**src/rtl/gates_sweep_ctrl_if.sv**
```systemverilog
// Gate-bank bus: the sweep controller (master) drives {sel, in1, in0} into one gate-bank
// instance (slave) and reads back its seven outputs {dmux2, dmux1, mux, xor, or, and, not}.
interface gates_sweep_ctrl_if;
    logic       in0;
    logic       in1;
    logic       sel;
    logic [6:0] gate_out;

    modport master (
        output in0,
        output in1,
        output sel,
        input  gate_out
    );

    modport slave (
        input  in0,
        input  in1,
        input  sel,
        output gate_out
    );
endinterface

```
**src/rtl/gates_sweep_ctrl.sv**
```systemverilog
// Self-test sequencer: sweeps all eight {sel, in1, in0} vectors through a gate bank and checks
// the outputs against golden logic. Define GATES_SWEEP_LOG_EN to add the o_result_log capture.
module gates_sweep_ctrl #(
    parameter int unsigned SETTLE = 2
) (
    input  logic               i_clk,
    input  logic               i_reset,
    input  logic               i_start,
    gates_sweep_ctrl_if.master io_bank,
    output logic               o_busy,
    output logic               o_done,
    output logic               o_pass,
    output logic [6:0]         o_fail_mask,
    output logic [2:0]         o_first_fail_vec,
    output logic               o_first_fail_valid
`ifdef GATES_SWEEP_LOG_EN
    ,
    output logic [55:0]        o_result_log
`endif
);

    localparam logic [3:0] SettleW = 4'(SETTLE);

    typedef enum logic [1:0] {StIdle, StRun, StDone} state_t;

    state_t     r_state, w_state_nxt;
    logic [2:0] r_vec, w_vec_nxt;
    logic [3:0] r_wcnt, w_wcnt_nxt;
    logic [2:0] r_drive, w_drive_nxt;
    logic [6:0] r_fail_mask, w_fail_mask_nxt;
    logic [2:0] r_ffv, w_ffv_nxt;
    logic       r_ffvalid, w_ffvalid_nxt;
    logic       r_pass, w_pass_nxt;
    logic [6:0] w_golden;
    logic [6:0] w_diff;
`ifdef GATES_SWEEP_LOG_EN
    logic [55:0] r_log, w_log_nxt;
`endif

    // r_vec only changes in RUN, where it always equals the driven vector.
    always_comb begin
        w_golden = {r_vec[0] & r_vec[2],
                    r_vec[0] & ~r_vec[2],
                    r_vec[2] ? r_vec[1] : r_vec[0],
                    r_vec[0] ^ r_vec[1],
                    r_vec[0] | r_vec[1],
                    r_vec[0] & r_vec[1],
                    ~r_vec[0]};
        w_diff   = w_golden ^ io_bank.gate_out;
    end

    always_comb begin
        w_state_nxt     = r_state;
        w_vec_nxt       = r_vec;
        w_wcnt_nxt      = r_wcnt;
        w_fail_mask_nxt = r_fail_mask;
        w_ffv_nxt       = r_ffv;
        w_ffvalid_nxt   = r_ffvalid;
        w_pass_nxt      = r_pass;
`ifdef GATES_SWEEP_LOG_EN
        w_log_nxt       = r_log;
`endif
        unique case (r_state)
            StIdle: begin
                if (i_start) begin
                    w_state_nxt     = StRun;
                    w_vec_nxt       = 3'd0;
                    w_wcnt_nxt      = 4'd0;
                    w_fail_mask_nxt = 7'd0;
                    w_ffv_nxt       = 3'd0;
                    w_ffvalid_nxt   = 1'b0;
                    w_pass_nxt      = 1'b0;
`ifdef GATES_SWEEP_LOG_EN
                    w_log_nxt       = 56'd0;
`endif
                end
            end
            StRun: begin
                if (r_wcnt != SettleW) begin
                    w_wcnt_nxt = r_wcnt + 4'd1;
                end else begin
                    w_wcnt_nxt      = 4'd0;
                    w_fail_mask_nxt = r_fail_mask | w_diff;
                    if ((w_diff != 7'd0) && !r_ffvalid) begin
                        w_ffv_nxt     = r_vec;
                        w_ffvalid_nxt = 1'b1;
                    end
`ifdef GATES_SWEEP_LOG_EN
                    w_log_nxt[7*r_vec +: 7] = io_bank.gate_out;
`endif
                    // Pass is resolved on entry to DONE so it is valid alongside the done pulse.
                    if (r_vec == 3'd7) begin
                        w_state_nxt = StDone;
                        w_pass_nxt  = (w_fail_mask_nxt == 7'd0);
                    end else begin
                        w_vec_nxt = r_vec + 3'd1;
                    end
                end
            end
            StDone: begin
                w_state_nxt = StIdle;
            end
            default: begin
                w_state_nxt = StIdle;
            end
        endcase
        w_drive_nxt = (w_state_nxt == StRun) ? w_vec_nxt : 3'd0;
    end

    always_ff @(posedge i_clk) begin
        if (i_reset) begin
            r_state     <= StIdle;
            r_vec       <= 3'd0;
            r_wcnt      <= 4'd0;
            r_drive     <= 3'd0;
            r_fail_mask <= 7'd0;
            r_ffv       <= 3'd0;
            r_ffvalid   <= 1'b0;
            r_pass      <= 1'b0;
        end else begin
            r_state     <= w_state_nxt;
            r_vec       <= w_vec_nxt;
            r_wcnt      <= w_wcnt_nxt;
            r_drive     <= w_drive_nxt;
            r_fail_mask <= w_fail_mask_nxt;
            r_ffv       <= w_ffv_nxt;
            r_ffvalid   <= w_ffvalid_nxt;
            r_pass      <= w_pass_nxt;
        end
    end

`ifdef GATES_SWEEP_LOG_EN
    always_ff @(posedge i_clk) begin
        if (i_reset) begin
            r_log <= 56'd0;
        end else begin
            r_log <= w_log_nxt;
        end
    end

    assign o_result_log = r_log;
`endif

    assign io_bank.in0        = r_drive[0];
    assign io_bank.in1        = r_drive[1];
    assign io_bank.sel        = r_drive[2];
    assign o_busy             = (r_state == StRun);
    assign o_done             = (r_state == StDone);
    assign o_pass             = r_pass;
    assign o_fail_mask        = r_fail_mask;
    assign o_first_fail_vec   = r_ffv;
    assign o_first_fail_valid = r_ffvalid;

endmodule

```
**src/flat_wrapper.sv**
```systemverilog
// flat-port wrapper written by rule: the top's interface ports become plain ports
module gates_sweep_ctrl_flat 
#(
    parameter int unsigned SETTLE = 2
)
  (i_clk, i_reset, i_start, o_busy, o_done, o_pass, o_fail_mask, o_first_fail_vec, o_first_fail_valid, io_bank_in0, io_bank_in1, io_bank_sel, io_bank_gate_out);
  gates_sweep_ctrl_if io_bank_i ();
  input  logic i_clk;
  input  logic i_reset;
  input  logic i_start;
  output logic o_busy;
  output logic o_done;
  output logic o_pass;
  output logic [6:0] o_fail_mask;
  output logic [2:0] o_first_fail_vec;
  output logic o_first_fail_valid;
  output wire logic [$bits(io_bank_i.in0)-1:0] io_bank_in0;
  output wire logic [$bits(io_bank_i.in1)-1:0] io_bank_in1;
  output wire logic [$bits(io_bank_i.sel)-1:0] io_bank_sel;
  input wire logic [$bits(io_bank_i.gate_out)-1:0] io_bank_gate_out;
  assign io_bank_in0 = io_bank_i.in0;
  assign io_bank_in1 = io_bank_i.in1;
  assign io_bank_sel = io_bank_i.sel;
  assign io_bank_i.gate_out = io_bank_gate_out;
  gates_sweep_ctrl #(.SETTLE(SETTLE)) u_core (.i_clk(i_clk), .i_reset(i_reset), .i_start(i_start), .io_bank(io_bank_i), .o_busy(o_busy), .o_done(o_done), .o_pass(o_pass), .o_fail_mask(o_fail_mask), .o_first_fail_vec(o_first_fail_vec), .o_first_fail_valid(o_first_fail_valid));
endmodule
```
**config.mk**
```make
export PLATFORM = sky130hd
export DESIGN_NAME = gates_sweep_ctrl_flat
export DESIGN_NICKNAME = d
export VERILOG_FILES = /design/src/rtl/gates_sweep_ctrl_if.sv /design/src/rtl/gates_sweep_ctrl.sv /design/src/flat_wrapper.sv
export SDC_FILE = /design/constraint.sdc
export NUM_CORES = 1
export LEC_CHECK = 0
export BUFFER_PORTS_ARGS = -buffer_cell sky130_fd_sc_hd__buf_2
export CORE_ASPECT_RATIO = 1.75
export CORE_MARGIN = 2
export CORE_UTILIZATION = 50
export DETAILED_ROUTE_END_ITERATION = 7
export PLACE_DENSITY_LB_ADDON = 0.25
export SYNTH_ARGS = -nofsm -noshare
export SYNTH_HDL_FRONTEND = slang
export SYNTH_SLANG_ARGS = --single-unit
```
**constraint.sdc**
```tcl
create_clock -name i_clk -period 5.15 [get_ports i_clk]
set_clock_uncertainty 0.15 [all_clocks]
set_input_delay 0.2575 -clock i_clk [delete_from_list [all_inputs] [get_ports i_clk]]
set_output_delay 0.2575 -clock i_clk [all_outputs]
set_load 0.005 [all_outputs]
```
==> summary.json <==
{
  "critical_path_peak_fanout": 11,
  "worst_path_buffer_plus_inverter_count": 1,
  "cts-buffers-inserted": 3,
  "yosys.area_share.xor_xnor": 0.0440,
  "worst_pin_slew_ps": 416,
  "detail_route.iter0.violations": 21,
  "yosys_warnings": 0,
  "die_h_um": 68.6,
  "path_clk_slew_ps": 90,
  "drc": 0,
  "overall_via_count_from_detail_route": 1083,
  "critical_path.top_delay_family": "simple AND/OR/NAND/NOR gates",
  "setup_total_negative_slack_ps": 0,
  "cellLeakagePower_uw": 0.000606,
  "gpl.final_weighted_congestion": 0.899,
  "clockPowerShare": 0.408,
  "critical_path.startpoint_type": "flip-flop",
  "syn_nets": 155,
  "clock_tree_from_tritoncts": "yes",
  "achievable-frequency_ghz": 0.439,
  "area_growth_syn_to_layout_pct": 17.5,
  "row_count": 23,
  "switching_share": 0.232,
  "rsz_0062_raised_after_global_routing": "no",
  "avgViaCountPerCell": 5.64,
  "boundaryPins": 27,
  "fin_nets": 182,
  "place_hpwl_um": 2030,
  "yosysUniqueCellTypes": 43,
  "slew_viol_final": 0,
  "wl_per_cell_um": 13.8,
  "ir_drop_mv": 0.176,
  "cts.repair.resized": 0,
  "insertion_delay_ps": 280,
  "die_area_sq_mm": 0.00281,
  "finalWorstPathRequiredPeriod_ps": 2280,
  "report.power.total_uw": 406,
  "timing.final.setup_violations": 0,
  "core_sq_mm": 0.00227,
  "min_period_over_period": 0.442,
  "synth_top_flop_cell": "sky130_fd_sc_hd__dfxtp_1",
  "internal-power_uw": 312,
  "report.final.hold_viol_count": 0,
  "power_frac_comb": 0.111,
  "antennaDiodeCount": 0,
  "slew-limit-headroom": 0.721,
  "grt_antenna_before_repair": 0,
  "global_route_wire_length_before_repair_um": 4290,
  "via_count_of_the_first_global_routing_pass": 977,
  "ys_ff_latch": 24,
  "buffer_ports.inserted": 26,
  "timing.critical_path.arrival_ps": 2270,
  "main_combinational_cell_family_by_area_after_synthesis": "simple AND/OR/NAND/NOR gates",
  "crit_required_ps": 5150,
  "synth.yosys.seq_area_share": 0.403,
  "synth_fa_ha_area_frac": 0.0419,
  "multi_input_comb_area_sq_um": 663,
  "routed_wl_um": 2660,
  "hold_buffer_count_at_cts": 0,
  "run_status": "finished, final reports clean",
  "synth-async-reset-ratio": 0,
  "grt_start_max_net_pins": 20,
  "num-fill-cells": 201,
  "worst_path_max_stage_delay_ps": 560,
  "post_synth_inst_count": 141,
  "min_from": "i_reset",
  "initial_core_util": 0.525,
  "critical_path.slowest_cell": "sky130_fd_sc_hd__dfxtp_1",
  "synth_compound_gate_area_share": 0.189,
  "dieWidth_um": 40.9,
  "htree_num_levels": 1,
  "post_cts.repair.setup_buffers": 0,
  "critical_path.reg2reg.startpoint": "u_core.r_vec[0]$_SDFF_PP0_",
  "hold_path.class": "in -> reg",
  "timing.critical_path.cells": "inv_1 -> ha_1 -> xnor2_1 -> nand4_1 -> nor3_4 -> or4_1 -> a21oi_1",
  "power.net_switching_uw": 94.2,
  "grt.total_usage": 0.221,
  "final_antenna_net_count": 0,
  "numClockSinks": 24,
  "timing.setup.critical_path_class": "reg -> reg",
  "synthesis.area_per_instance_sq_um": 8.47,
  "pwr-share-seq": 0.481,
  "final_layout_size_suffix_gt1_frac": 0.228,
  "netlist_area_sq_mm": 0.00119,
  "cp-end-kind": "flip-flop",
  "layout_common_cells": "26 x sky130_fd_sc_hd__buf_2, 24 x sky130_fd_sc_hd__dfxtp_1, 21 x sky130_fd_sc_hd__nor2_1",
  "layout_commonest_cell": "sky130_fd_sc_hd__buf_2",
  "cts_max_path_buffers": 2,
  "finalCoreUtilization": 0.617,
  "overflow": 0,
  "synth_simple_gate_area_share": 0.263,
  "crit_start": "u_core.r_vec[0]$_SDFF_PP0_",
  "power.density_mw_per_mm2": 290,
  "seqCellArea_sq_um": 480,
  "max_cap_violations": 0,
  "post_synth_edffs": 0,
  "cts_root_buf": "sky130_fd_sc_hd__clkbuf_8",
  "synth.area.mux_share": 0.0178,
  "first_pass_iters": 4
}
[worst reg2reg max path, delay by kind of cell (launching register included)]
family	cells	cell delay, ps
AOI/OAI and AO/OA	1	60
xor gates and xnor gates	1	210
adders and majority gates	1	350
buffers and inverters	1	130
DFF	1	560
and+or+nand+nor	3	690
[worst paths after layout]
| path | to | slack, ps | cells after the start |
|---|---|---|---|
| max reg2reg | u_core.o_first_fail_vec[1]$_SDFFE_PP0P_ | 2870 | 7 |
| max | u_core.o_first_fail_vec[1]$_SDFFE_PP0P_ | 2870 | 7 |
| min | u_core.o_fail_mask[4]$_SDFFE_PP0P_ | 210 | 2 |
| min reg2reg | u_core.o_fail_mask[3]$_SDFFE_PP0P_ | 340 | 1 |
[power groups by stage]
stage | combinational (uW) | sequential (uW) | clock (uW)
6_report | 45.0 | 196 | 166
4_1_cts | 45.2 | 196 | 165
3_5_place_dp | 44.8 | 200 | 0
3_3_place_gp | 43.8 | 200 | 0
2_1_floorplan | 30.5 | 199 | 0
5_1_grt | 51.0 | 197 | 171
[registers in the layout (all words and copies together) (netlist names)]
name and cells:
u_core.o_fail_mask 7, u_core.r_wcnt 4, u_core.o_first_fail_vec 3, u_core.r_drive 3, u_core.r_vec 3, u_core.r_state 2
u_core.o_first_fail_valid 1, u_core.o_pass 1
[cells in the mapped netlist (2+ instances only)]
cell type                  count  area, sq um
sky130_fd_sc_hd__and2_1        2         12.5
sky130_fd_sc_hd__o21ai_0       3         15.0
sky130_fd_sc_hd__nand3b_1      2         15.0
sky130_fd_sc_hd__or3_1         2         12.5
sky130_fd_sc_hd__xnor2_1       4         35.0
sky130_fd_sc_hd__ha_1          4         50.1
sky130_fd_sc_hd__a22oi_1       2         15.0
sky130_fd_sc_hd__nor4_1        2         12.5
sky130_fd_sc_hd__xor2_1        2         17.5
sky130_fd_sc_hd__a31oi_1       4         25.0
sky130_fd_sc_hd__or4_1         2         15.0
sky130_fd_sc_hd__nand3_1       6         30.0
sky130_fd_sc_hd__nor2_1       21         78.8
sky130_fd_sc_hd__inv_1         6         22.5
sky130_fd_sc_hd__o21a_1        4         30.0
sky130_fd_sc_hd__nor2b_1       3         18.8
sky130_fd_sc_hd__o21ai_1       4         20.0
sky130_fd_sc_hd__nand2_1       8         30.0
sky130_fd_sc_hd__nand2b_1      4         25.0
sky130_fd_sc_hd__a21oi_1      10         50.1
sky130_fd_sc_hd__dfxtp_1      24          480
[logic make-up after synthesis]
kind of cell,Yosys count
multiplexers,2
AO/OA/AOI/OAI,35
buffers and inverters,11
AND/OR/NAND/NOR,59
adder cells (fa/ha/maj),4
XOR/XNOR,6
flip-flops,24
[per-layer routing]
layer	global-route usage	share of wire	up-vias
met2	0.400	0.53	32
met4	0.0875	0.026	0
met5	0	0	-
li1	-	-	547
met3	0.0288	0.043	9
met1	0.240	0.40	495
[layout make-up]
type,count,area share
multi-input combinational,106,0.473
sequential,24,0.343
timing repair buffer,26,0.0928
clock buffer,3,0.0294
tap,25,0.0223
clock inverter,1,0.0214
inverter,7,0.0187
[per-stage QoR]
stage	hold slack [ps]	setup slack [ps]	instances	area, sq um
after floorplan	321	3190	141	1190
after global placement	312	3090	188	1330
after detailed placement	325	2980	188	1330
after CTS	218	2890	192	1400
after global routing	247	2700	192	1400
final	211	2870	192	1400
Note: power is estimated with default switching activity, not from simulation.
